### src/rtl/inst_fetch_ctrl.sv
// IF-stage fetch sequencer: owns the PC, issues one fetch at a time, loads IF/ID.
// Optional FETCH_PERF_EN adds perf_fetched/perf_stall event counters.
module inst_fetch_ctrl #(
  parameter logic [31:0] RESET_PC = 32'd0,
  parameter int unsigned TIMEOUT  = 15
) (
  input  logic        clk,
  input  logic        rst,
  input  logic        freeze,
  input  logic        branch_taken,
  input  logic [31:0] branch_addr,
  output logic        mem_req,
  output logic [31:0] mem_addr,
  input  logic        mem_ready,
  input  logic [31:0] mem_rdata,
  output logic [31:0] if_pc,
  output logic [31:0] if_inst,
  output logic        if_valid,
  output logic        fetch_err
`ifdef FETCH_PERF_EN
  ,
  output logic [31:0] perf_fetched,
  output logic [31:0] perf_stall
`endif
);

  typedef enum logic [1:0] {
    S_FETCH = 2'd0,
    S_HOLD  = 2'd1,
    S_ERR   = 2'd2
  } state_t;

  localparam logic [7:0] TIMEOUT_CNT = 8'(TIMEOUT);

  state_t      state_q, state_d;
  logic [31:0] pc_q, pc_d;
  logic [31:0] if_pc_q, if_pc_d;
  logic [31:0] if_inst_q, if_inst_d;
  logic        if_valid_q, if_valid_d;
  logic        fetch_err_q, fetch_err_d;
  logic        redir_pend_q, redir_pend_d;
  logic [31:0] redir_tgt_q, redir_tgt_d;
  logic [7:0]  wait_cnt_q, wait_cnt_d;
  logic [31:0] inst_buf_q, inst_buf_d;
  logic        req_en_q, req_en_d;
  logic        load;
  logic [7:0]  wait_inc;

  // req_en_q keeps the request low for the cycle right after reset
  assign mem_req   = req_en_q && (state_q == S_FETCH);
  assign mem_addr  = pc_q;
  assign if_pc     = if_pc_q;
  assign if_inst   = if_inst_q;
  assign if_valid  = if_valid_q;
  assign fetch_err = fetch_err_q;
  assign wait_inc  = wait_cnt_q + 8'd1;

  always_ff @(posedge clk) begin
    if (rst) begin
      state_q      <= S_FETCH;
      pc_q         <= RESET_PC;
      if_pc_q      <= 32'd0;
      if_inst_q    <= 32'd0;
      if_valid_q   <= 1'b0;
      fetch_err_q  <= 1'b0;
      redir_pend_q <= 1'b0;
      redir_tgt_q  <= 32'd0;
      wait_cnt_q   <= 8'd0;
      inst_buf_q   <= 32'd0;
      req_en_q     <= 1'b0;
    end else begin
      state_q      <= state_d;
      pc_q         <= pc_d;
      if_pc_q      <= if_pc_d;
      if_inst_q    <= if_inst_d;
      if_valid_q   <= if_valid_d;
      fetch_err_q  <= fetch_err_d;
      redir_pend_q <= redir_pend_d;
      redir_tgt_q  <= redir_tgt_d;
      wait_cnt_q   <= wait_cnt_d;
      inst_buf_q   <= inst_buf_d;
      req_en_q     <= req_en_d;
    end
  end

  always_comb begin
    state_d      = state_q;
    pc_d         = pc_q;
    if_pc_d      = if_pc_q;
    if_inst_d    = if_inst_q;
    if_valid_d   = if_valid_q;
    fetch_err_d  = fetch_err_q;
    redir_pend_d = redir_pend_q;
    redir_tgt_d  = redir_tgt_q;
    wait_cnt_d   = wait_cnt_q;
    inst_buf_d   = inst_buf_q;
    req_en_d     = 1'b1;
    load         = 1'b0;

    case (state_q)
      S_FETCH: begin
        if (!req_en_q) begin
          if (branch_taken) begin
            pc_d       = branch_addr;
            if_valid_d = 1'b0;
          end
        end else if (mem_ready) begin
          wait_cnt_d = 8'd0;
          // A same-cycle branch is newer than any pending redirect target
          if (branch_taken || redir_pend_q) begin
            pc_d         = branch_taken ? branch_addr : redir_tgt_q;
            if_valid_d   = 1'b0;
            redir_pend_d = 1'b0;
          end else if (freeze) begin
            inst_buf_d = mem_rdata;
            state_d    = S_HOLD;
          end else begin
            if_inst_d  = mem_rdata;
            if_pc_d    = pc_q + 32'd4;
            if_valid_d = 1'b1;
            pc_d       = pc_q + 32'd4;
            load       = 1'b1;
          end
        end else begin
          if (branch_taken) begin
            redir_pend_d = 1'b1;
            redir_tgt_d  = branch_addr;
            if_valid_d   = 1'b0;
          end else if (!freeze) begin
            if_valid_d = 1'b0;
          end
          wait_cnt_d = wait_inc;
          if (wait_inc == TIMEOUT_CNT) begin
            fetch_err_d = 1'b1;
            state_d     = S_ERR;
          end
        end
      end

      S_HOLD: begin
        if (branch_taken) begin
          pc_d       = branch_addr;
          if_valid_d = 1'b0;
          state_d    = S_FETCH;
        end else if (!freeze) begin
          if_inst_d  = inst_buf_q;
          if_pc_d    = pc_q + 32'd4;
          if_valid_d = 1'b1;
          pc_d       = pc_q + 32'd4;
          load       = 1'b1;
          state_d    = S_FETCH;
        end
      end

      S_ERR: begin
        if (branch_taken) begin
          if_valid_d = 1'b0;
        end
      end

      default: begin
        state_d = S_FETCH;
      end
    endcase
  end

`ifdef FETCH_PERF_EN
  logic [31:0] perf_fetched_q, perf_fetched_d;
  logic [31:0] perf_stall_q, perf_stall_d;

  assign perf_fetched = perf_fetched_q;
  assign perf_stall   = perf_stall_q;

  always_comb begin
    perf_fetched_d = perf_fetched_q;
    perf_stall_d   = perf_stall_q;
    if (load) begin
      perf_fetched_d = perf_fetched_q + 32'd1;
    end
    if ((mem_req && !mem_ready) || (state_q == S_HOLD)) begin
      perf_stall_d = perf_stall_q + 32'd1;
    end
  end

  always_ff @(posedge clk) begin
    if (rst) begin
      perf_fetched_q <= 32'd0;
      perf_stall_q   <= 32'd0;
    end else begin
      perf_fetched_q <= perf_fetched_d;
      perf_stall_q   <= perf_stall_d;
    end
  end
`endif

endmodule
### config.mk
export PLATFORM = sky130hd
export DESIGN_NAME = inst_fetch_ctrl
export DESIGN_NICKNAME = d
export VERILOG_FILES = /design/src/rtl/inst_fetch_ctrl.sv
export SDC_FILE = /design/constraint.sdc
export NUM_CORES = 1
export LEC_CHECK = 0
export ABC_AREA = 0
export CORE_MARGIN = 2
export CORE_UTILIZATION = 52
export CTS_CLUSTER_DIAMETER = 80
export DETAILED_ROUTE_END_ITERATION = 12
export PLACE_DENSITY = 0.81
export SYNTH_ARGS = -nofsm -noshare
export SYNTH_HDL_FRONTEND = slang
export SYNTH_SLANG_ARGS = --single-unit
### constraint.sdc
create_clock -name clk -period 4.9 [get_ports clk]
set_clock_uncertainty 0.1 [all_clocks]
set_input_delay 1.225 -clock clk [delete_from_list [all_inputs] [get_ports clk]]
set_output_delay 1.225 -clock clk [all_outputs]
set_load 0.01 [all_outputs]
==> results.cfg <==
[yosys]
post-synth-top-area-cell = sky130_fd_sc_hd__dfxtp_1
synth_cell_types = 59
yosys.cell_count.top_type = sky130_fd_sc_hd__dfxtp_1
avgSynthCellArea_um2 = 8.05
synthCells = 1009
synth_edf_count = 0
yosysSeqAreaShare = 0.429
netlist_top_cells_count = sky130_fd_sc_hd__dfxtp_1 (174), sky130_fd_sc_hd__nand2_1 (170), sky130_fd_sc_hd__a21oi_1 (108), sky130_fd_sc_hd__nor2_1 (98), sky130_fd_sc_hd__clkbuf_1 (77)
postSynth.asyncResetShare = 0
syn_area_um2 = 8130
synth_top_area_frac = 0.429
yosys_register_bits = 174
synth.yosys.warnings = 0
syn_nets = 1085
synth_flop_cell = sky130_fd_sc_hd__dfxtp_1
ys_top_cells_by_area = sky130_fd_sc_hd__dfxtp_1 (43%), sky130_fd_sc_hd__nand2_1 (7.9%), sky130_fd_sc_hd__a21oi_1 (6.7%)

[routing]
detail_route.vias_per_cell = 5.79
routed_wire_length_per_instance_um = 16.6
route.detailed.drc = 0
dr.first_iter.drc_count = 685
wl_um = 22300
detail-route-antenna-nets = 0
firstDrtPassIters = 8
vias = 7805

[placement]
detailed_place_hpwl_um = 15300
dpl_worst_slack_ps = 947
place_congestion = 0.968
instance_count_after_placement_with_tap_cells_included = 1316
io_buffers = 167

[clock_tree]
clk_path_buf_depth = 2
holdBufCountCts = 0
cts.clk_slew.worst_paths_ps = 60
htreeDepth = 4
clk-insertion-delay-late_ps = 430
cts_root_buf = sky130_fd_sc_hd__clkbuf_16
cts_repair_resize_count = 0
tritoncts_clock_tree = yes
cts_num_sinks = 174
cts_made_buffers = 17
cts_post_setup_buffers_inserted = 0

[grt]
grt.overflow.total = 0
fraction_of_met2_tracks_used_by_global_routing = 0.406
grt_util_all_layers = 0.269
maximum_number_of_pins_on_one_net_before_global_route_repair = 87
antenna_found_initial = 0
grt_pass1_wl_um = 35800
grt_use_met1 = 0.388
grt_busiest_layer = met2
grt.met3_usage = 0.0442
grt_pass1_vias = 6979

[sta]
final.period_utilization = 0.772
maxClockFrequency_mhz = 264
final_critical_path_setup_slack_ps = 1120
finalSetupViolCount = 0
relSlewSlack = 0.272
period_needed_ps = 3780
report.final.slew_viol_count = 0
max_slew.worst_pin.slew_ps = 1090
totalNegativeSetupSlack_ps = 0
hold_viol_final = 0
fin_worst_hold_slack_ps = 353
unrepaired_setup_endpoints_after_global_routing = no

[setup_path]
critical_path_required_ps = 3580
worstPathArrival_ps = 2460
timing.setup.critical_path_class = register to primary output
setup.worst_path.start_class = register
critical_path.endpoint_type = primary output
critical_path_peak_fanout = 13

[run]
maxCapViolCount = 0

[die]
starting_density = 0.533
floorplan.die.width_um = 129
num_io_pins = 168
die_area_um2 = 16600
core_um2 = 15300
placementRows = 45
die-height_um = 129

[layout]
final_nets = 1200
areaGrowthSynthToFinish_pct = 29.3
antenna-diode-count = 0
stdcell_count = 1348
layout-drive-gt1-share = 0.0554

[status]
result_of_the_run = finished clean

[power_and_ir_drop]
power_per_cell_area_nw_per_um2 = 326
total_power_mw = 3.42
p_leak_nw = 3.44
vdd_drop_max_mv = 0.274

[min_path]
timing.hold.worst.class = register to register
-- power by group --
| group | switching, mW | internal [mW] | leakage (nW) |
|---|---|---|---|
| combinational | 0.274 | 0.252 | 1.75 |
| clock | 0.570 | 0.766 | 0.276 |
| sequential | 0.0797 | 1.48 | 1.42 |
-- critical path, cell delays in order (launching register included) --
cell                              delay (ps)
sky130_fd_sc_hd__dfxtp_1                 350
sky130_fd_sc_hd__inv_1                   100
sky130_fd_sc_hd__ha_1                    400
sky130_fd_sc_hd__nand2_1                 340
sky130_fd_sc_hd__inv_1                   270
sky130_fd_sc_hd__clkdlybuf4s50_1         570
-- cells by family after synthesis --
family	Yosys count	share of synthesized area
AND/OR/NAND/NOR	368	0.202
AO/OA/AOI/OAI	295	0.234
flip-flops	174	0.429
buffers and inverters	99	0.0470
multiplexers	39	0.0482
XOR/XNOR	27	0.0291
adder cells (fa/ha/maj)	7	0.0108
-- cell type report --
cell class              count  area [um2]
clock buffers              19         443
clock inverters            13         140
fillers                  1300        4750
inverters                  12        45.0
multi-input cells         736        4300
flip-flops and latches    174        3480
well taps                 211         264
repair buffers            183        1830
-- metal layers --
layer  part of all wire  wire length, um
met5                  0                0
met4              0.028              629
met3              0.069             1540
met1               0.46            10300
met2               0.44             9840
-- registers in the layout, summed over array words and instances, names as in the netlist --
signal	count
if_inst	32
if_pc	32
inst_buf_q	32
mem_addr	32
redir_tgt_q	32
wait_cnt_q	8
state_q	2
fetch_err	1
if_valid	1
redir_pend_q	1
req_en_q	1
-- path summary, 6_finish.rpt --
path / from / endpoint / slack [ps] / depth (start not counted)
worst max-delay path: state_q[0] / mem_req / 1120 / 5
worst min-delay path: inst_buf_q[3] / inst_buf_q[3] / 350 / 2
worst max register to register: mem_addr[8] / mem_addr[25] / 2130 / 5
worst min register to register: inst_buf_q[3] / inst_buf_q[3] / 350 / 2
-- layout by cell type, fill, tap and decap left out, drive strengths merged, types with 5 or more instances in the layout --
master / count
or3: 10
inv: 14
a311oi: 6
o31ai: 5
nand3: 13
o21ai: 40
o41ai: 7
clkbuf: 19
nor4: 7
xnor2: 18
a211oi: 53
nand4: 13
nor3: 19
nor2b: 10
mux2i: 38
buf: 17
ha: 7
a32o: 7
clkdlybuf4s50: 166
nor2: 98
xor2: 9
a22oi: 27
dfxtp: 174
nand2: 170
a221o: 5
clkinv: 5
o22ai: 7
a21oi: 108
-- metrics by stage --
step                utilization  area, um2
detailed placement        0.650       9920
floorplan                     -       8130
global route              0.688      10500
finish                    0.688      10500
CTS                       0.688      10500
global placement          0.650       9920
Power figures use the tool's default switching activity.
